File: config.mk
export PLATFORM = sky130hd
export DESIGN_NAME = imem_loader_flat
export DESIGN_NICKNAME = d
export VERILOG_FILES = /design/src/rtl/imem_loader_pkg.sv /design/src/rtl/imem_loader_if.sv /design/src/rtl/imem_loader.sv /design/src/flat_wrapper.sv
export SDC_FILE = /design/constraint.sdc
export NUM_CORES = 1
export LEC_CHECK = 0
export BUFFER_PORTS_ARGS = -buffer_cell sky130_fd_sc_hd__buf_2
export CORE_UTILIZATION = 45
export CTS_CLUSTER_DIAMETER = 40
export DETAILED_ROUTE_END_ITERATION = 8
export HOLD_SLACK_MARGIN = 0.08
export PLACE_DENSITY = 0.7
export SYNTH_ARGS = -nofsm -noshare
export SYNTH_HDL_FRONTEND = slang
export SYNTH_SLANG_ARGS = --single-unit
File: constraint.sdc
create_clock -name clk -period 1.8 [get_ports clk]
set_clock_uncertainty 0.1 [all_clocks]
set_input_delay 0.27 -clock clk [delete_from_list [all_inputs] [get_ports clk]]
set_output_delay 0.27 -clock clk [all_outputs]
set_load 0.05 [all_outputs]
File: src/rtl/imem_loader_pkg.sv
// Shared definitions for the instruction memory loader and the instruction memory model:
// FSM state encoding and the byte-lane ordering of a 32-bit word.
package imem_loader_pkg;

    localparam int unsigned STATE_W = 2;

    localparam logic [STATE_W-1:0] ST_IDLE      = 2'd0;
    localparam logic [STATE_W-1:0] ST_WAIT_WORD = 2'd1;
    localparam logic [STATE_W-1:0] ST_WRITE     = 2'd2;
    localparam logic [STATE_W-1:0] ST_DONE      = 2'd3;

    // Byte index 0 of a word carries bits [31:24] (big-endian).
    localparam bit LANE_MSB_FIRST = 1'b1;

    function automatic logic [7:0] word_lane(input logic [31:0] word, input logic [1:0] idx);
        logic [1:0] lane;
        lane = LANE_MSB_FIRST ? (2'd3 - idx) : idx;
        return word[{lane, 3'b000} +: 8];
    endfunction

endpackage

File: src/rtl/imem_loader_if.sv
// Control, word-stream and byte-write bus of the instruction memory loader.
// The loader uses the slave modport; the session controller and source use master.
interface imem_loader_if #(
    parameter int unsigned ADDR_W = 8,
    parameter int unsigned CNT_W  = 7
);
    logic              start;
    logic              abort;
    logic [ADDR_W-1:0] base_addr;
    logic [CNT_W-1:0]  word_count;
    logic              in_valid;
    logic [31:0]       in_data;
    logic              in_ready;
    logic              mem_we;
    logic [ADDR_W-1:0] mem_addr;
    logic [7:0]        mem_wdata;
    logic              busy;
    logic              done;

    modport master (
        output start, abort, base_addr, word_count, in_valid, in_data,
        input  in_ready, mem_we, mem_addr, mem_wdata, busy, done
    );

    modport slave (
        input  start, abort, base_addr, word_count, in_valid, in_data,
        output in_ready, mem_we, mem_addr, mem_wdata, busy, done
    );
endinterface

File: src/rtl/imem_loader.sv
// Instruction memory loader: accepts 32-bit words on a valid/ready port and stores each
// one as four consecutive byte writes, most significant byte first.
module imem_loader
    import imem_loader_pkg::*;
#(
    parameter int unsigned ADDR_W = 8,
    parameter int unsigned CNT_W  = 7
) (
    input logic          clk,
    input logic          rst_n,
    imem_loader_if.slave bus
);

    logic [STATE_W-1:0] state_q, state_d;
    logic [ADDR_W-1:0]  ptr_q, ptr_d;
    logic [CNT_W-1:0]   remaining_q, remaining_d;
    logic [1:0]         idx_q, idx_d;
    logic [31:0]        word_q, word_d;

    always_comb begin
        state_d     = state_q;
        ptr_d       = ptr_q;
        remaining_d = remaining_q;
        idx_d       = idx_q;
        word_d      = word_q;

        case (state_q)
            ST_IDLE: begin
                if (bus.start) begin
                    ptr_d       = bus.base_addr;
                    remaining_d = bus.word_count;
                    idx_d       = 2'd0;
                    state_d     = (bus.word_count != '0) ? ST_WAIT_WORD : ST_DONE;
                end
            end
            ST_WAIT_WORD: begin
                if (bus.in_valid) begin
                    word_d  = bus.in_data;
                    idx_d   = 2'd0;
                    state_d = ST_WRITE;
                end
            end
            ST_WRITE: begin
                // Pointer wraps naturally at 2^ADDR_W.
                ptr_d = ptr_q + 1'b1;
                idx_d = idx_q + 2'd1;
                if (idx_q == 2'd3) begin
                    remaining_d = remaining_q - 1'b1;
                    state_d     = (remaining_q == CNT_W'(1)) ? ST_DONE : ST_WAIT_WORD;
                end
            end
            ST_DONE: begin
                state_d = ST_IDLE;
            end
            default: begin
                state_d = ST_IDLE;
            end
        endcase

        // Abort overrides every transition, including a start seen in IDLE.
        if (bus.abort) begin
            state_d = ST_IDLE;
        end
    end

    always_ff @(posedge clk or negedge rst_n) begin
        if (!rst_n) begin
            state_q     <= ST_IDLE;
            ptr_q       <= '0;
            remaining_q <= '0;
            idx_q       <= 2'd0;
            word_q      <= '0;
        end else begin
            state_q     <= state_d;
            ptr_q       <= ptr_d;
            remaining_q <= remaining_d;
            idx_q       <= idx_d;
            word_q      <= word_d;
        end
    end

    // Outputs come only from registered state, so in_ready never depends on in_valid.
    assign bus.in_ready  = (state_q == ST_WAIT_WORD);
    assign bus.mem_we    = (state_q == ST_WRITE);
    assign bus.busy      = (state_q != ST_IDLE);
    assign bus.done      = (state_q == ST_DONE);
    assign bus.mem_addr  = ptr_q;
    assign bus.mem_wdata = word_lane(word_q, idx_q);

endmodule

File: src/flat_wrapper.sv
// flat-port wrapper written by rule: the top's interface ports become plain ports
module imem_loader_flat import imem_loader_pkg::*;
#(
    parameter int unsigned ADDR_W = 8,
    parameter int unsigned CNT_W  = 7
)
  (clk, rst_n, bus_start, bus_abort, bus_base_addr, bus_word_count, bus_in_valid, bus_in_data, bus_in_ready, bus_mem_we, bus_mem_addr, bus_mem_wdata, bus_busy, bus_done);
  imem_loader_if #(.ADDR_W(ADDR_W), .CNT_W(CNT_W)) bus_i ();
  input logic clk;
  input logic rst_n;
  input wire logic [$bits(bus_i.start)-1:0] bus_start;
  input wire logic [$bits(bus_i.abort)-1:0] bus_abort;
  input wire logic [$bits(bus_i.base_addr)-1:0] bus_base_addr;
  input wire logic [$bits(bus_i.word_count)-1:0] bus_word_count;
  input wire logic [$bits(bus_i.in_valid)-1:0] bus_in_valid;
  input wire logic [$bits(bus_i.in_data)-1:0] bus_in_data;
  output wire logic [$bits(bus_i.in_ready)-1:0] bus_in_ready;
  output wire logic [$bits(bus_i.mem_we)-1:0] bus_mem_we;
  output wire logic [$bits(bus_i.mem_addr)-1:0] bus_mem_addr;
  output wire logic [$bits(bus_i.mem_wdata)-1:0] bus_mem_wdata;
  output wire logic [$bits(bus_i.busy)-1:0] bus_busy;
  output wire logic [$bits(bus_i.done)-1:0] bus_done;
  assign bus_i.start = bus_start;
  assign bus_i.abort = bus_abort;
  assign bus_i.base_addr = bus_base_addr;
  assign bus_i.word_count = bus_word_count;
  assign bus_i.in_valid = bus_in_valid;
  assign bus_i.in_data = bus_in_data;
  assign bus_in_ready = bus_i.in_ready;
  assign bus_mem_we = bus_i.mem_we;
  assign bus_mem_addr = bus_i.mem_addr;
  assign bus_mem_wdata = bus_i.mem_wdata;
  assign bus_busy = bus_i.busy;
  assign bus_done = bus_i.done;
  imem_loader #(.ADDR_W(ADDR_W), .CNT_W(CNT_W)) u_core (.clk(clk), .rst_n(rst_n), .bus(bus_i));
endmodule
---- Word-level counts from Yosys, hierarchy flattened ----
Cells that the tools add are included.
cells by class
  add/subtract/negate cells ............... 4
  reductions and logical operators ........ 10
  shifts and indexed selects .............. 1
  mux-type cells .......................... 15
  equal/unequal tests ..................... 11
operator list
  cell                 count
  $shiftx 32x6->8      1
  $mux 2               8
  $pmux 8 s2           1
  $mux 7               2
  $pmux 7 s2           1
  $reduce_and 3->1     3
  $add 8x1->8 const B  1
  $mux 8               1
  $pmux 2 s4           1
  $eq 7x1->1 const B   1
  $reduce_bool 7->1    1
  $sub 7x1->7 const B  1
  $eq 2x2->1 const B   3
  $ne 3x3->1 const B   2
  $pmux 2 s3           1
  $ne 2x2->1 const B   2
  $reduce_and 2->1     2
  $reduce_bool 2->1    2
  $ne 3x2->1 const B   1
  $reduce_bool 3->1    1
  $add 2x1->2 const B  1
  $eq 2x1->1 const B   1
  $logic_not 2->1      1
  $ne 2x1->1 const B   1
  $sub 2x2->2 const A  1
word-level totals
  register bits after elaboration ......... 51
  logic and storage cells ................. 46
  input port bits ......................... 52
  output and inout port bits .............. 20

---- Longest topological paths before layout ----
  word-level depth ........................ 5
  gate-level depth with buffers ........... 6
  depth with buffers taken out ............ 5

---- Worst setup path before layout ----
No wires, ideal clock.
  kind .................................... register -> register
  from .................................... reg u_core.state_q[1]
  to ...................................... reg u_core.word_q[10]
  required time ........................... 1.575 ns
  data arrival time ....................... 1.608 ns
  setup time .............................. 0.125 ns
  cell stages (with the launch flop) ...... 5
  buffers on the path ..................... 1
  clock period less this slack ............ 1.832 ns
  slack ................................... -0.032 ns
  path through ............................ dfrtp_1 and2b_1 nand2_1 buf_4 mux2_2
between the ends
  word-level cells in the longest chain between the ends .. 2
RTL lines
  what                        RTL line            RTL
  start, declared             imem_loader.sv:14   logic [STATE_W-1:0] state_q, state_d;
  start signal, assigned      imem_loader.sv:74   state_q <= state_d;
  $eq 2x1->1                  -
  named net bus_in_ready      flat_wrapper.sv:17  output wire logic [$bits(bus_i.in_ready)-1:0] bus_in_ready;
  $reduce_and 2->1 (no line)  -
  end signal, assigned        imem_loader.sv:78   word_q <= word_d;
  end, declared               imem_loader.sv:18   logic [31:0] word_q, word_d;
The timed path passes the listed nets, and every way through them passes these cells.
A chain may end at the register's enable or synchronous reset.

---- Final worst setup path ----
  from .................................... reg u_core.idx_q[0]
  to ...................................... out bus_mem_wdata[4]
between the ends
  word-level cells in the longest chain between the ends .. 2
RTL lines
  what                    RTL line               RTL
  start, declared         imem_loader.sv:17      logic [1:0] idx_q, idx_d;
  start signal, assigned  imem_loader.sv:77      idx_q <= idx_d;
  $sub 2x2->2             imem_loader_pkg.sv:17  lane = LANE_MSB_FIRST ? (2'd3 - idx) : idx;
  $shiftx 32x6->8         imem_loader_pkg.sv:18  return word[{lane, 3'b000} +: 8];
  end, declared           flat_wrapper.sv:20     output wire logic [$bits(bus_i.mem_wdata)-1:0] bus_mem_wdata;
Every way passes these cells.

==> out/metrics.cfg <==
[synth]
ys_async_sr_fraction_pct=100
ys_seq_elements=51
synth_xor_area_share_pct=0.335
synth_compound_area_share_pct=12.1
synthAdderAreaFrac_pct=1.91
synth_ff_type=dfrtp_1
synth_top_cell_area_share_pct=48.8
ys_seq_area_share_pct=48.8
netlist_area_um2=2620
synth_edf_count=0
synthSimpleGateAreaFrac_pct=12.0
synth_nets=261
synth_top_family_by_area=multiplexers
synth.distinct_cells=61
yosys.area.top_type=dfrtp_1
yosys-top-cells-area=dfrtp_1, mux2_2, mux4_2, ha_1, nand2_1
synthMuxAreaShare_pct=21.5
ys_warn_count=0
syn_inst=205
synth.avg_cell_area_um2=12.8

[timing]
fin_ws_ps=-132
finalCriticalPeriod_ps=1930
maxSlewHeadroom_pct=70.9
hold_viol=0
worstMarginPinSlew_ps=433
final.period_utilization_pct=107
fin_hold_ws_ps=80.3
rsz0062_at_grt=true
fmax_ghz=0.518
finalSetupTns_ps=-929
setup_violations=8
slew_viol_final=0

[global_route]
use_met2_pct=34.6
grt_use_total_pct=20.6
grt_max_degree=52
antenna_found_initial=0
grt_pass1_vias=2095
gr-usage-met3_pct=3.26
busiest_layer=met2
use_met1_pct=26.2
grt_pass1_wl_mm=9.72
grt-ovfl-total=0

[finish]
final_cell_area_um2=3550
diodes=0
layout.cells.non_filler=379
syn2layout_area_growth_pct=35.8
mostFrequentLayoutCells=buf_2, dfrtp_1, mux2_2, dlygate4sd3_1, buf_4
nets=362
drive_gt1_share_pct=49.8
layout_commonest_cell=buf_2
fill_cells=472

[critical_path]
reg2regPathDepth=7
startpoint=u_core.idx_q[0]$_DFFE_PN0P_
crit_arrival_ps=1560
cp.required_ps=1430
crit_path_end=bus_mem_wdata[4]
max_stage_delay_ps=510
critPathSlowestCell=mux4_2
cp_num_buf_inv=2
r2r_slack_ps=70
end_kind=output port
worstReg2RegStart=u_core.idx_q[0]$_DFFE_PN0P_
startpoint_type=flop
crit_type=reg2out
path_delay_family=multiplexers
cpMostUsedCell=buf_6
cp_max_fo=4
cp_cell_sequence=buf_6 -> mux4_2 -> buf_6
r2r_end=u_core.remaining_q[6]$_DFFE_PN0P_
cp.depth=3

[route]
drt_pass1_iterations=4
drc=0
wirelength_mm=5.94
drtIter0Drc=93
viasPerCell=5.54
via_count=2098
wl_per_cell_um=15.7
ant_nets=0

[placement]
gp_congestion=0.840
post-dp-hpwl_mm=4.17
place_area_um2=3130
dp.cells=349
numPortBuffers=71

[die]
core_um2=5540
fp.dieH_um=78.3
start_util_pct=47.2
io_pins=72
num_rows=27
dieWidth_um=78.3
fp.dieArea_um2=6120

[pwr]
p_comb_share_pct=36.7
p_int_mw=2.54
p_sw_share_pct=35.5
power.density_nw_per_um2=1110
switching_power_mw=1.39
power.share.clock_pct=21.1
ir_worst_vdd_uv=532
pwr-share-seq_pct=42.2
power_mw=3.93
leakage_nw=1.60

[clocking]
path_clk_slew_ps=100
cts.sinks=51
clockRootBuffer=clkbuf_8
cts_buffers=5
clockBufferDepth=2
htreeDepth=2
cts_tree=built
insertion_delay_ps=310

[run]
maxCapViolCount=0

[status]
failed_checks=setup timing
status=finished with violations

[worst_hold_path]
holdPathStages=2
hold_class=in2reg

[worst reg2reg max path, cell delays in order (launching register included)]
cell and delay, ps:
dfrtp_1 430, buf_12 150, buf_4 150, ha_4 170, and3b_2 250, nor2_1 100, buf_4 150, o221ai_1 110
[final cells by class]
class / instances / area [um^2] / area share [%]
flip-flops and latches: 51 / 1280 / 36.0
well taps: 72 / 90.1 / 2.54
inverters: 6 / 26.3 / 0.740
clock buffers: 5 / 68.8 / 1.94
clock inverters: 3 / 47.5 / 1.34
multi-input cells: 136 / 1270 / 35.9
repair buffers: 106 / 767 / 21.6
[flip-flops by register name (all words and copies together) (netlist names)]
register / count
u_core.bus.mem_addr: 8
u_core.remaining_q: 7
u_core.word_q: 32
u_core.state_q: 2
u_core.idx_q: 2
[synthesized netlist by cell type, drive strengths merged (2+ instances only)]
master / n
a21oi: 3
ha: 4
nand3: 5
o221ai: 2
dfrtp: 51
and3: 2
buf: 9
o311ai: 2
mux4: 8
and2: 2
o2bb2ai: 3
nor4b: 2
a31oi: 2
o21ai: 2
a22o: 2
clkbuf: 3
inv: 5
nand2: 9
a22oi: 3
nand2b: 2
mux2: 33
nor2: 6
or3: 2
nor3b: 4
o22ai: 4
nor3: 3
[what timing repair did]
item / 4_1_cts / 5_1_grt
setup endpoints to repair: 10 / 18
pin swaps: 0 / 2
hold buffers: 16 / 1
resized for setup: 24 / 7
setup buffers: 4 / 1
endpoints found under the hold margin: 66 / 1
[how the worst min path moves through the flow]
stage | start | endpoint | slack (ps)
global route | bus_in_data[20] | u_core.word_q[20]$_DFFE_PN0P_ | 80
CTS | bus_in_data[20] | u_core.word_q[20]$_DFFE_PN0P_ | 80
finish | bus_in_data[20] | u_core.word_q[20]$_DFFE_PN0P_ | 80
floorplan | rst_n | u_core.bus.mem_addr[0]$_DFFE_PN0P_ | -130
detailed placement | rst_n | u_core.remaining_q[2]$_DFFE_PN0P_ | 180
global placement | rst_n | u_core.remaining_q[4]$_DFFE_PN0P_ | 180
[power by group through the flow]
| stage | Combinational, mW | Sequential (mW) | Clock (mW) |
|---|---|---|---|
| 3_5_place_dp | 1.29 | 1.67 | 0 |
| 6_report | 1.44 | 1.66 | 0.830 |
| 2_1_floorplan | 0.851 | 1.74 | 0 |
| 4_1_cts | 1.44 | 1.65 | 0.857 |
| 3_3_place_gp | 1.26 | 1.65 | 0 |
| 5_1_grt | 1.53 | 1.70 | 0.892 |
[cells by family after synthesis]
family	Yosys count
flip-flops	51
AND/OR/NAND/NOR	50
multiplexers	42
AO/OA/AOI/OAI	39
buffers and inverters	18
adder cells (fa/ha/maj)	4
XOR/XNOR	1
[per-layer routing]
layer | vias up | part of all wire [%] | wire [um]
li1 | 991 | - | -
met1 | 1049 | 45 | 2640
met2 | 49 | 50 | 2960
met3 | 9 | 3.4 | 202
met4 | 0 | 2.3 | 134
met5 | - | 0 | 0
[per-stage QoR]
stage / utilization, % / setup WS (ps)
after detailed placement: 56.5 / 109
after CTS: 63.3 / -151
after global routing: 64.1 / -192
after global placement: 56.5 / 160
final: 64.1 / -132
after floorplan: - / 12.3
(Power assumes the default switching activity.)
